[config.mk]
export PLATFORM = sky130hd
export DESIGN_NAME = spi_responder
export DESIGN_NICKNAME = d
export VERILOG_FILES = /design/src/rtl/spi_pkg.sv /design/src/rtl/spi_sync.sv /design/src/rtl/spi_responder.sv
export SDC_FILE = /design/constraint.sdc
export NUM_CORES = 1
export LEC_CHECK = 0
export CORE_ASPECT_RATIO = 1.25
export CORE_UTILIZATION = 50
export CTS_BUF_LIST = sky130_fd_sc_hd__clkbuf_4 sky130_fd_sc_hd__clkbuf_8
export CTS_CLUSTER_DIAMETER = 50
export CTS_CLUSTER_SIZE = 40
export DETAILED_ROUTE_END_ITERATION = 10
export GPL_TIMING_DRIVEN = 0
export PLACE_DENSITY = 0.75
export SLEW_MARGIN = 40
export SYNTH_ARGS = -nofsm -noshare
export SYNTH_HDL_FRONTEND = slang
export SYNTH_HIERARCHICAL = 1
export SYNTH_SLANG_ARGS = --single-unit
[constraint.sdc]
create_clock -name clk -period 2.3 [get_ports clk]
set_clock_uncertainty 0.05 [all_clocks]
set_input_delay 0.69 -clock clk [delete_from_list [all_inputs] [get_ports clk]]
set_output_delay 0.69 -clock clk [all_outputs]
set_load 0.005 [all_outputs]
[src/rtl/spi_pkg.sv]
// Shared SPI link definitions: responder state encoding and byte width.
package spi_pkg;
  localparam int SPI_BYTE_BITS = 8;

  typedef enum logic [1:0] {
    SPI_IDLE  = 2'd0,
    SPI_LOAD  = 2'd1,
    SPI_SHIFT = 2'd2
  } spi_resp_state_t;
endpackage

[src/rtl/spi_sync.sv]
// Multi-flop synchronizer with a selectable reset value so idle levels are
// correct immediately after reset.
module spi_sync #(
  parameter int STAGES = 2
) (
  input  logic clk,
  input  logic rst_n,
  input  logic rst_val,
  input  logic d,
  output logic q
);
  logic [STAGES-1:0] chain;

  always_ff @(posedge clk) begin
    if (!rst_n) chain <= {STAGES{rst_val}};
    else        chain <= {chain[STAGES-2:0], d};
  end

  assign q = chain[STAGES-1];
endmodule

[src/rtl/spi_responder.sv]
// SPI mode-0 responder with oversampled sck/cs/mosi and a one-byte tx holding register.
// Define SPI_RESP_UNDERRUN_EN to add the tx_underrun pulse and underrun_cnt counter.
//
// state     | meaning
// SPI_IDLE  | cs high, waiting for cs fall
// SPI_LOAD  | one clk: move holding (or fill) byte into shifter, drive MSB
// SPI_SHIFT | sample mosi on sck rise, advance miso on sck fall
module spi_responder
  import spi_pkg::*;
#(
  parameter logic [7:0] FILL_BYTE   = 8'hFF,
  parameter int         SYNC_STAGES = 2
) (
  input  logic       clk,
  input  logic       rst_n,
  input  logic       sck,
  input  logic       cs,
  input  logic       mosi,
  output logic       miso,
  output logic       miso_oe,
  input  logic [7:0] tx_data,
  input  logic       tx_valid,
  output logic       tx_ready,
  output logic [7:0] rx_data,
  output logic       rx_valid,
`ifdef SPI_RESP_UNDERRUN_EN
  output logic       tx_underrun,
  output logic [7:0] underrun_cnt,
`endif
  output logic       busy
);
  localparam logic [2:0] LAST_BIT = 3'(SPI_BYTE_BITS - 1);

  spi_resp_state_t state, state_nxt;

  logic                     sck_s, cs_s, mosi_s;
  logic                     sck_d, cs_d;
  logic                     sck_rise, sck_fall, cs_rise, cs_fall;
  logic [2:0]               bit_cnt;
  logic [SPI_BYTE_BITS-2:0] tx_shift;
  logic [SPI_BYTE_BITS-2:0] rx_shift;
  logic [7:0]               holding;
  logic                     hold_full;
  logic [7:0]               load_byte;
  logic                     last_rise;

  spi_sync #(.STAGES(SYNC_STAGES)) u_sync_sck (
    .clk(clk), .rst_n(rst_n), .rst_val(1'b0), .d(sck), .q(sck_s));
  spi_sync #(.STAGES(SYNC_STAGES)) u_sync_cs (
    .clk(clk), .rst_n(rst_n), .rst_val(1'b1), .d(cs), .q(cs_s));
  spi_sync #(.STAGES(SYNC_STAGES)) u_sync_mosi (
    .clk(clk), .rst_n(rst_n), .rst_val(1'b0), .d(mosi), .q(mosi_s));

  always_ff @(posedge clk) begin
    if (!rst_n) begin
      sck_d <= 1'b0;
      cs_d  <= 1'b1;
    end else begin
      sck_d <= sck_s;
      cs_d  <= cs_s;
    end
  end

  assign sck_rise  = sck_s & ~sck_d;
  assign sck_fall  = ~sck_s & sck_d;
  assign cs_rise   = cs_s & ~cs_d;
  assign cs_fall   = ~cs_s & cs_d;
  assign last_rise = (state == SPI_SHIFT) && sck_rise && (bit_cnt == LAST_BIT);
  assign load_byte = hold_full ? holding : FILL_BYTE;
  assign tx_ready  = ~hold_full;
  assign busy      = (state != SPI_IDLE);

  always_ff @(posedge clk) begin
    if (!rst_n) state <= SPI_IDLE;
    else        state <= state_nxt;
  end

  always_comb begin
    state_nxt = state;
    case (state)
      SPI_IDLE:  if (cs_fall) state_nxt = SPI_LOAD;
      SPI_LOAD:  state_nxt = SPI_SHIFT;
      SPI_SHIFT: if (last_rise) state_nxt = SPI_LOAD;
      default:   state_nxt = SPI_IDLE;
    endcase
    if (cs_rise) state_nxt = SPI_IDLE;
  end

  always_ff @(posedge clk) begin
    if (!rst_n) begin
      miso      <= 1'b0;
      miso_oe   <= 1'b0;
      rx_data   <= 8'h00;
      rx_valid  <= 1'b0;
      bit_cnt   <= 3'd0;
      tx_shift  <= '0;
      rx_shift  <= '0;
      holding   <= 8'h00;
      hold_full <= 1'b0;
    end else begin
      rx_valid <= 1'b0;
      if (state == SPI_LOAD && hold_full) hold_full <= 1'b0;
      else if (tx_valid && !hold_full) begin
        holding   <= tx_data;
        hold_full <= 1'b1;
      end
      case (state)
        SPI_LOAD: begin
          tx_shift <= load_byte[SPI_BYTE_BITS-2:0];
          miso     <= load_byte[SPI_BYTE_BITS-1];
          miso_oe  <= 1'b1;
        end
        SPI_SHIFT: begin
          if (sck_rise) begin
            rx_shift <= {rx_shift[SPI_BYTE_BITS-3:0], mosi_s};
            bit_cnt  <= bit_cnt + 3'd1;
            if (bit_cnt == LAST_BIT) begin
              rx_data  <= {rx_shift, mosi_s};
              rx_valid <= 1'b1;
            end
          // the fall after the 8th rise belongs to the finished byte; the new MSB is already out
          end else if (sck_fall && bit_cnt != 3'd0) begin
            miso     <= tx_shift[SPI_BYTE_BITS-2];
            tx_shift <= {tx_shift[SPI_BYTE_BITS-3:0], 1'b0};
          end
        end
        default: ;
      endcase
      if (cs_rise) begin
        bit_cnt <= 3'd0;
        miso_oe <= 1'b0;
      end
    end
  end

`ifdef SPI_RESP_UNDERRUN_EN
  always_ff @(posedge clk) begin
    if (!rst_n) begin
      tx_underrun  <= 1'b0;
      underrun_cnt <= 8'h00;
    end else begin
      tx_underrun <= (state == SPI_LOAD) && !hold_full;
      if (state == SPI_LOAD && !hold_full && underrun_cnt != 8'hFF)
        underrun_cnt <= underrun_cnt + 8'd1;
    end
  end
`endif
endmodule

==> results of run 1 <==
[per-stage QoR]
stage,utilization [%],TNS (ps)
floorplan,-,0
global placement,62.61,-4482
detailed placement,62.61,-4671
CTS,65.43,0
global route,65.50,-26.82
finish,65.50,0
[cell families after synthesis]
logic type                 after synthesis  synth area share (%)
muxes                                   13                 7.265
AOI/OAI and AO/OA                       47                 15.26
buffers and inverters                   20                 4.756
DFF                                     47                 49.67
and+or+nand+nor                         79                 20.67
other                                    2                0.3964
adders and majority gates                3                 1.982
[where the power goes]
part           internal [mW]  switching (mW)  total (mW)
Combinational         0.0900          0.0862       0.176
Sequential             0.854          0.0264       0.880
Clock                  0.286           0.258       0.544
[final cells by class]
class	instances	area (sq um)	area share (%)
clock buffers	8	103.9	4.474
multi-input cells	148	878.3	37.84
flip-flops and latches	47	942.2	40.59
well taps	39	48.80	2.102
plain buffers	13	65.06	2.803
repair buffers	26	260.3	11.21
inverters	6	22.52	0.9703
[final timing paths]
| path | start | endpoint | slack (ps) | depth (start not counted) |
|---|---|---|---|---|
| worst max-delay path | state[1]$_SDFFE_PP0P_ | busy | 30 | 3 |
| worst max register to register | bit_cnt[0]$_SDFFE_PP0P_ | rx_data[0]$_SDFFE_PN0P_ | 480 | 6 |
| worst min-delay path | u_sync_mosi/chain[0]$_DFF_P_ | u_sync_mosi/chain[1]$_DFF_P_ | 410 | 1 |
| worst min register to register | u_sync_mosi/chain[0]$_DFF_P_ | u_sync_mosi/chain[1]$_DFF_P_ | 410 | 1 |
[layout by cell type (no fill, tap or decap), types with 6 or more instances in the layout]
cell type | netlist | routed
mux2i_1 | 7 | 7
o21ai_0 | 8 | 8
a21oi_1 | 28 | 28
clkdlybuf4s50_1 | 0 | 26
dfxtp_1 | 47 | 46
conb_1 | 2 | 6
nand3_1 | 8 | 8
nand2_1 | 44 | 44
o311ai_0 | 7 | 7
mux2_2 | 6 | 6
clkbuf_8 | 0 | 7
or3b_1 | 7 | 7
[what timing repair did]
item / CTS / global route
hold buffers: 0 / 0
resized for setup: 0 / 3
endpoints found under the hold margin: 0 / 0
setup endpoints to repair: 1 / 15
[state kept, by name (all words and copies together), names as in the netlist, 2 cells and up]
register and cells:
bit_cnt 3, holding 8, rx_data 8, rx_shift 7, state 2, tx_shift 7
u_sync_cs/chain 2, u_sync_mosi/chain 2, u_sync_sck/chain 2
[metal layers]
metal / part of all wire, % / GRT usage (%) / routed length (um)
met5: 0 / 0 / 0
met4: 0.93 / 5.691 / 36
met3: 4.0 / 4.388 / 155
met2: 49 / 34.51 / 1910
met1: 46 / 27.46 / 1776
[critical path, cell delays in order (launching register included)]
cell             delay (ps)
dfxtp_1                 340
buf_2                   180
or2_2                   280
clkdlybuf4s50_1         450
==> results_dict.tcl, run 1 <==
set metrics [dict create \
    finalSetupViolations 0 \
    cts_root_buffer "clkbuf_8" \
    nFillCells 308 \
    seq_area_frac_synth_pct 49.67 \
    synth_cell_types 31 \
    synthTopCellsByArea "dfxtp_1 (50%), nand2_1 (8.7%), a21oi_1 (7.4%)" \
    grt_pass1_wl_mm 6.630 \
    antenna_left 0 \
    yosysMostFrequentCell "dfxtp_1" \
    drc 4 \
    slew-limit-headroom_pct 64.74 \
    hold_ws_ps 406.9 \
    grt_setup_unrepaired "true" \
    drive_gt1_share_pct 9.677 \
    globalRouteTotalUtil_pct 20.83 \
    dr.pass1.iters 7 \
    die_w_um 57.06 \
    power_leakage_nw 0.8771 \
    start_util_pct 53.46 \
    cts_buffers 5 \
    async_reset_ff_share_pct 0 \
    routed_wl_mm 3.879 \
    critPathMaxFanout 10 \
    area_delta_synth_final_pct 22.52 \
    crit_type "reg2out" \
    grt_max_degree 15 \
    critPathLaunchType "flip-flop" \
    finalCriticalPeriod_ps 2270 \
    place_congestion 0.7670 \
    yosysTopAreaCell "dfxtp_1" \
    pre_cts_ws_ps -206.2 \
    status "complete, but fails checks" \
    crit_required_ps 1560 \
    violations "DRC" \
    drtIter0Drc 80 \
    dp_cells 280 \
    h-tree-depth 2 \
    synth_commonest_cells "dfxtp_1 (47), nand2_1 (44), a21oi_1 (28), nand3_1 (8), o21ai_0 (8)" \
    fin_cells 287 \
    setup_slack_ps 30.38 \
    syn-mean-instance-area_sq_um 8.978 \
    ys.flop_type "dfxtp_1" \
    power_mw 1.601 \
    syn_area_sq_um 1894 \
    numPortBuffers 26 \
    die_y_um 70.82 \
    core_sq_um 3543 \
    fin_area_sq_um 2321 \
    hpwlAfterDp_mm 2.613 \
    fin_crit_sh_pct 98.68 \
    max_freq_mhz 440.6 \
    cts_tree "built" \
    die_area_sq_um 4040 \
    arrival_ps 1530 \
    yosysWarnings 6 \
    post_cts_buffers 0 \
    fin_nets 264 \
    wire_per_inst_um 13.52 \
    yosys.area.top_type_share_pct 49.67 \
    hold_class "reg2reg" \
    rows 24 \
    cts_sinks 47 \
    antennaDiodeCount 0 \
    end_kind "output pin" \
    grt_pass1_vias 1475 \
    ioPinCount 27 \
    placed_area_sq_um 2218 \
    slew_violations 0 \
    p_per_area_nw_per_um2 689.6 \
    via_per_inst 5.328 \
    grt_antenna_before_repair 0 \
    syn_inst 211 \
    final-hold-violation-count 0 \
    vias 1529 \
    grt.overflow.total 0 \
    clk_latency_ps 290 \
    cts.reportedPaths.clkPinSlew_ps 80 \
    clk_path_buf_depth 2 \
    irDropWorstVdd_uv 483.5 \
    synth_edf_count 0 \
    tightest_slew_ps 529.0 \
    synth_seq_cells 47 \
    drv_cap 0 \
]
(Power assumes the default switching activity.)
==> inputs of run 2 (changes only) <==
--- a/config.mk
+++ b/config.mk
@@ -5,6 +5,7 @@
 export SDC_FILE = /design/constraint.sdc
 export NUM_CORES = 1
 export LEC_CHECK = 0
+export CAP_MARGIN = 20
 export CORE_ASPECT_RATIO = 1.25
 export CORE_UTILIZATION = 50
 export CTS_BUF_LIST = sky130_fd_sc_hd__clkbuf_4 sky130_fd_sc_hd__clkbuf_8
==> results of run 2 <==
Final layout, timing and power as in run 1 (identical DEF).
==> inputs of run 3 (changes only) <==
--- a/config.mk
+++ b/config.mk
@@ -14,6 +14,7 @@
 export DETAILED_ROUTE_END_ITERATION = 10
 export GPL_TIMING_DRIVEN = 0
 export PLACE_DENSITY = 0.75
+export REMOVE_ABC_BUFFERS = 1
 export SLEW_MARGIN = 40
 export SYNTH_ARGS = -nofsm -noshare
 export SYNTH_HDL_FRONTEND = slang
==> run 3 against run 2 <==
  * The run still ends with DRC left
  * Power grew 9.9%
  * Global-route usage shrank 1.9 points
  * Final cell count shrank 4.5%
  * Utilization shrank 0.88 points
  * Clock power grew 32%
  * Wire length shrank 13%
  * Combinational power shrank 10%
  * Via count shrank 4.0%
  * First-iteration DRC count shrank 29%
  * Critical path type unchanged
  * Critical endpoint unchanged
  * Largest cell class unchanged
==> results_dict.tcl, run 3 (same netlist as run 1, synthesis figures left out) <==
set metrics [dict create \
    violations "DRC" \
    finalCriticalPeriod_ps 2202 \
    via_per_inst 5.358 \
    fin_cells 274 \
    dr.pass1.iters 7 \
    wire_per_inst_um 12.29 \
    crit_family "buffers and inverters" \
    critPathMaxFanout 14 \
    clk_latency_ps 310 \
    grt_setup_unrepaired "false" \
    pre_cts_ws_ps -475.3 \
    min_from "holding[2]$_SDFFE_PN0P_" \
    vias 1468 \
    slew_violations 0 \
    max_freq_mhz 454.2 \
    tightest_slew_ps 778.4 \
    irDropWorstVdd_uv 459.2 \
    hold_end "holding[2]$_SDFFE_PN0P_" \
    drive_gt1_share_pct 8.936 \
    status "complete, but fails checks" \
    grt_max_degree 29 \
    final-hold-violation-count 0 \
    fin_crit_sh_pct 95.73 \
    critPathLaunchType "flip-flop" \
    routed_wl_mm 3.368 \
    setup_slack_ps 98.22 \
    clk_path_buf_depth 2 \
    grt_antenna_before_repair 0 \
    globalRouteTotalUtil_pct 18.95 \
    fin_tns_setup_ps 0 \
    crit_required_ps 1560 \
    area_delta_synth_final_pct 20.87 \
    crit_type "reg2out" \
    antennaDiodeCount 0 \
    drc 7 \
    hold_class "reg2reg" \
    numPortBuffers 26 \
    post_cts_buffers 0 \
    grt.overflow.total 0 \
    end_kind "output pin" \
    cp_num_buf_inv 1 \
    r2r_end "tx_shift[0]$_SDFFE_PN0P_" \
    p_per_area_nw_per_um2 768.0 \
    cp_slowest_stage_delay_ps 450 \
    crit_chain "or2_2, clkdlybuf4s50_1" \
    cts_sinks 47 \
    fin_nets 251 \
    cts_hold_buf 0 \
    drv_cap 0 \
    arrival_ps 1460 \
    ioPinCount 27 \
    final_common_cell "dfxtp_1" \
    cts.reportedPaths.clkPinSlew_ps 90 \
    die_y_um 70.82 \
    cts_tree "built" \
    die_w_um 57.06 \
    worstHoldPathCells 2 \
    layout_common_cells "dfxtp_1 (45), nand2_1 (44), a21oi_1 (28), clkdlybuf4s50_1 (25)" \
    placed_area_sq_um 2151 \
    largest_registers "holding: 8 flops, rx_data: 8 flops" \
    slowest_stage "clkdlybuf4s50_1" \
    slew-limit-headroom_pct 48.00 \
    die_area_sq_um 4040 \
    worst-r2r-cell-count 3 \
    power_leakage_nw 0.8487 \
    grt_pass1_wl_mm 5.968 \
    r2r_start "state[1]$_SDFFE_PP0P_" \
    rows 24 \
    antenna_left 0 \
    core_sq_um 3543 \
    start_util_pct 53.46 \
    nFillCells 317 \
    drtIter0Drc 57 \
    cts_root_buffer "clkbuf_8" \
    place_congestion 0.7160 \
    cts_buffers 5 \
    h-tree-depth 2 \
    dp_cells 266 \
    finalSetupViolations 0 \
    r2r_slack_ps 340 \
    hpwlAfterDp_mm 2.169 \
    grt_pass1_vias 1411 \
    hold_ws_ps 405.2 \
    fin_area_sq_um 2290 \
]
run 3: cell types whose count changed in the layout (fill, tap and decap cells not counted), sizes merged:
cell,change
buf,-6
clkinvlp,+1
clkbuf,-9
bufinv,+2
clkdlybuf4s50,-1
run 3: how the worst max path moves through the flow:
| stage | start | slack (ps) | to | depth (start not counted) |
|---|---|---|---|---|
| 3_3_place_gp | rst_n | -440 | tx_shift[0]$_SDFFE_PN0P_ | 4 |
| 5_1_grt | state[0]$_SDFFE_PP0P_ | 30 | busy | 2 |
| 2_1_floorplan | state[1]$_SDFFE_PP0P_ | 720 | tx_shift[0]$_SDFFE_PN0P_ | 3 |
| 4_1_cts | state[1]$_SDFFE_PP0P_ | 10 | busy | 2 |
| 3_5_place_dp | rst_n | -480 | tx_shift[0]$_SDFFE_PN0P_ | 4 |
| 6_report | state[0]$_SDFFE_PP0P_ | 100 | busy | 2 |
run 3: area by class of cell:
| cell class | count | area [sq um] | share of cell area, % |
|---|---|---|---|
| well taps | 39 | 48.80 | 2.131 |
| inverters | 6 | 22.52 | 0.9836 |
| multi-input cells | 148 | 883.3 | 38.58 |
| flip-flops and latches | 47 | 943.4 | 41.20 |
| clock inverters | 3 | 67.56 | 2.951 |
| repair buffers | 26 | 255.2 | 11.15 |
| clock buffers | 5 | 68.82 | 3.005 |
run 3: repair_timing:
item | in CTS | in global routing
setup endpoints to repair | 2 | 1
endpoints found under the hold margin | 0 | 0
pin swaps | 0 | 0
resized for setup | 2 | 1
run 3: metrics by stage:
| stage | util (%) | power, mW |
|---|---|---|
| final | 64.62 | 1.758 |
| after detailed placement | 60.70 | 1.060 |
| after global placement | 60.70 | 1.056 |
| after floorplan | - | 0.9904 |
| after CTS | 64.55 | 1.774 |
| after global routing | 64.62 | 1.835 |
run 3: per-layer routing:
layer	wire, um	vias up	global-route usage [%]
met5	0	-	0
li1	-	756	-
met2	1694	31	34.51
met3	125	6	6.216
met4	52	0	7.859
met1	1495	675	19.65
run 3: worst reg2reg max path, delay by kind of cell (launching register included):
| family | cells | cell delay (ps) |
|---|---|---|
| AO/OA/AOI/OAI | 2 | 670 |
| flip-flops | 1 | 460 |
| AND/OR/NAND/NOR | 1 | 670 |
run 3: power breakdown:
part	switching, mW	total, mW	internal (mW)	leakage (nW)
logic	0.0755	0.158	0.0821	0.399
registers	0.0283	0.883	0.854	0.385
clock network	0.285	0.718	0.433	0.0644
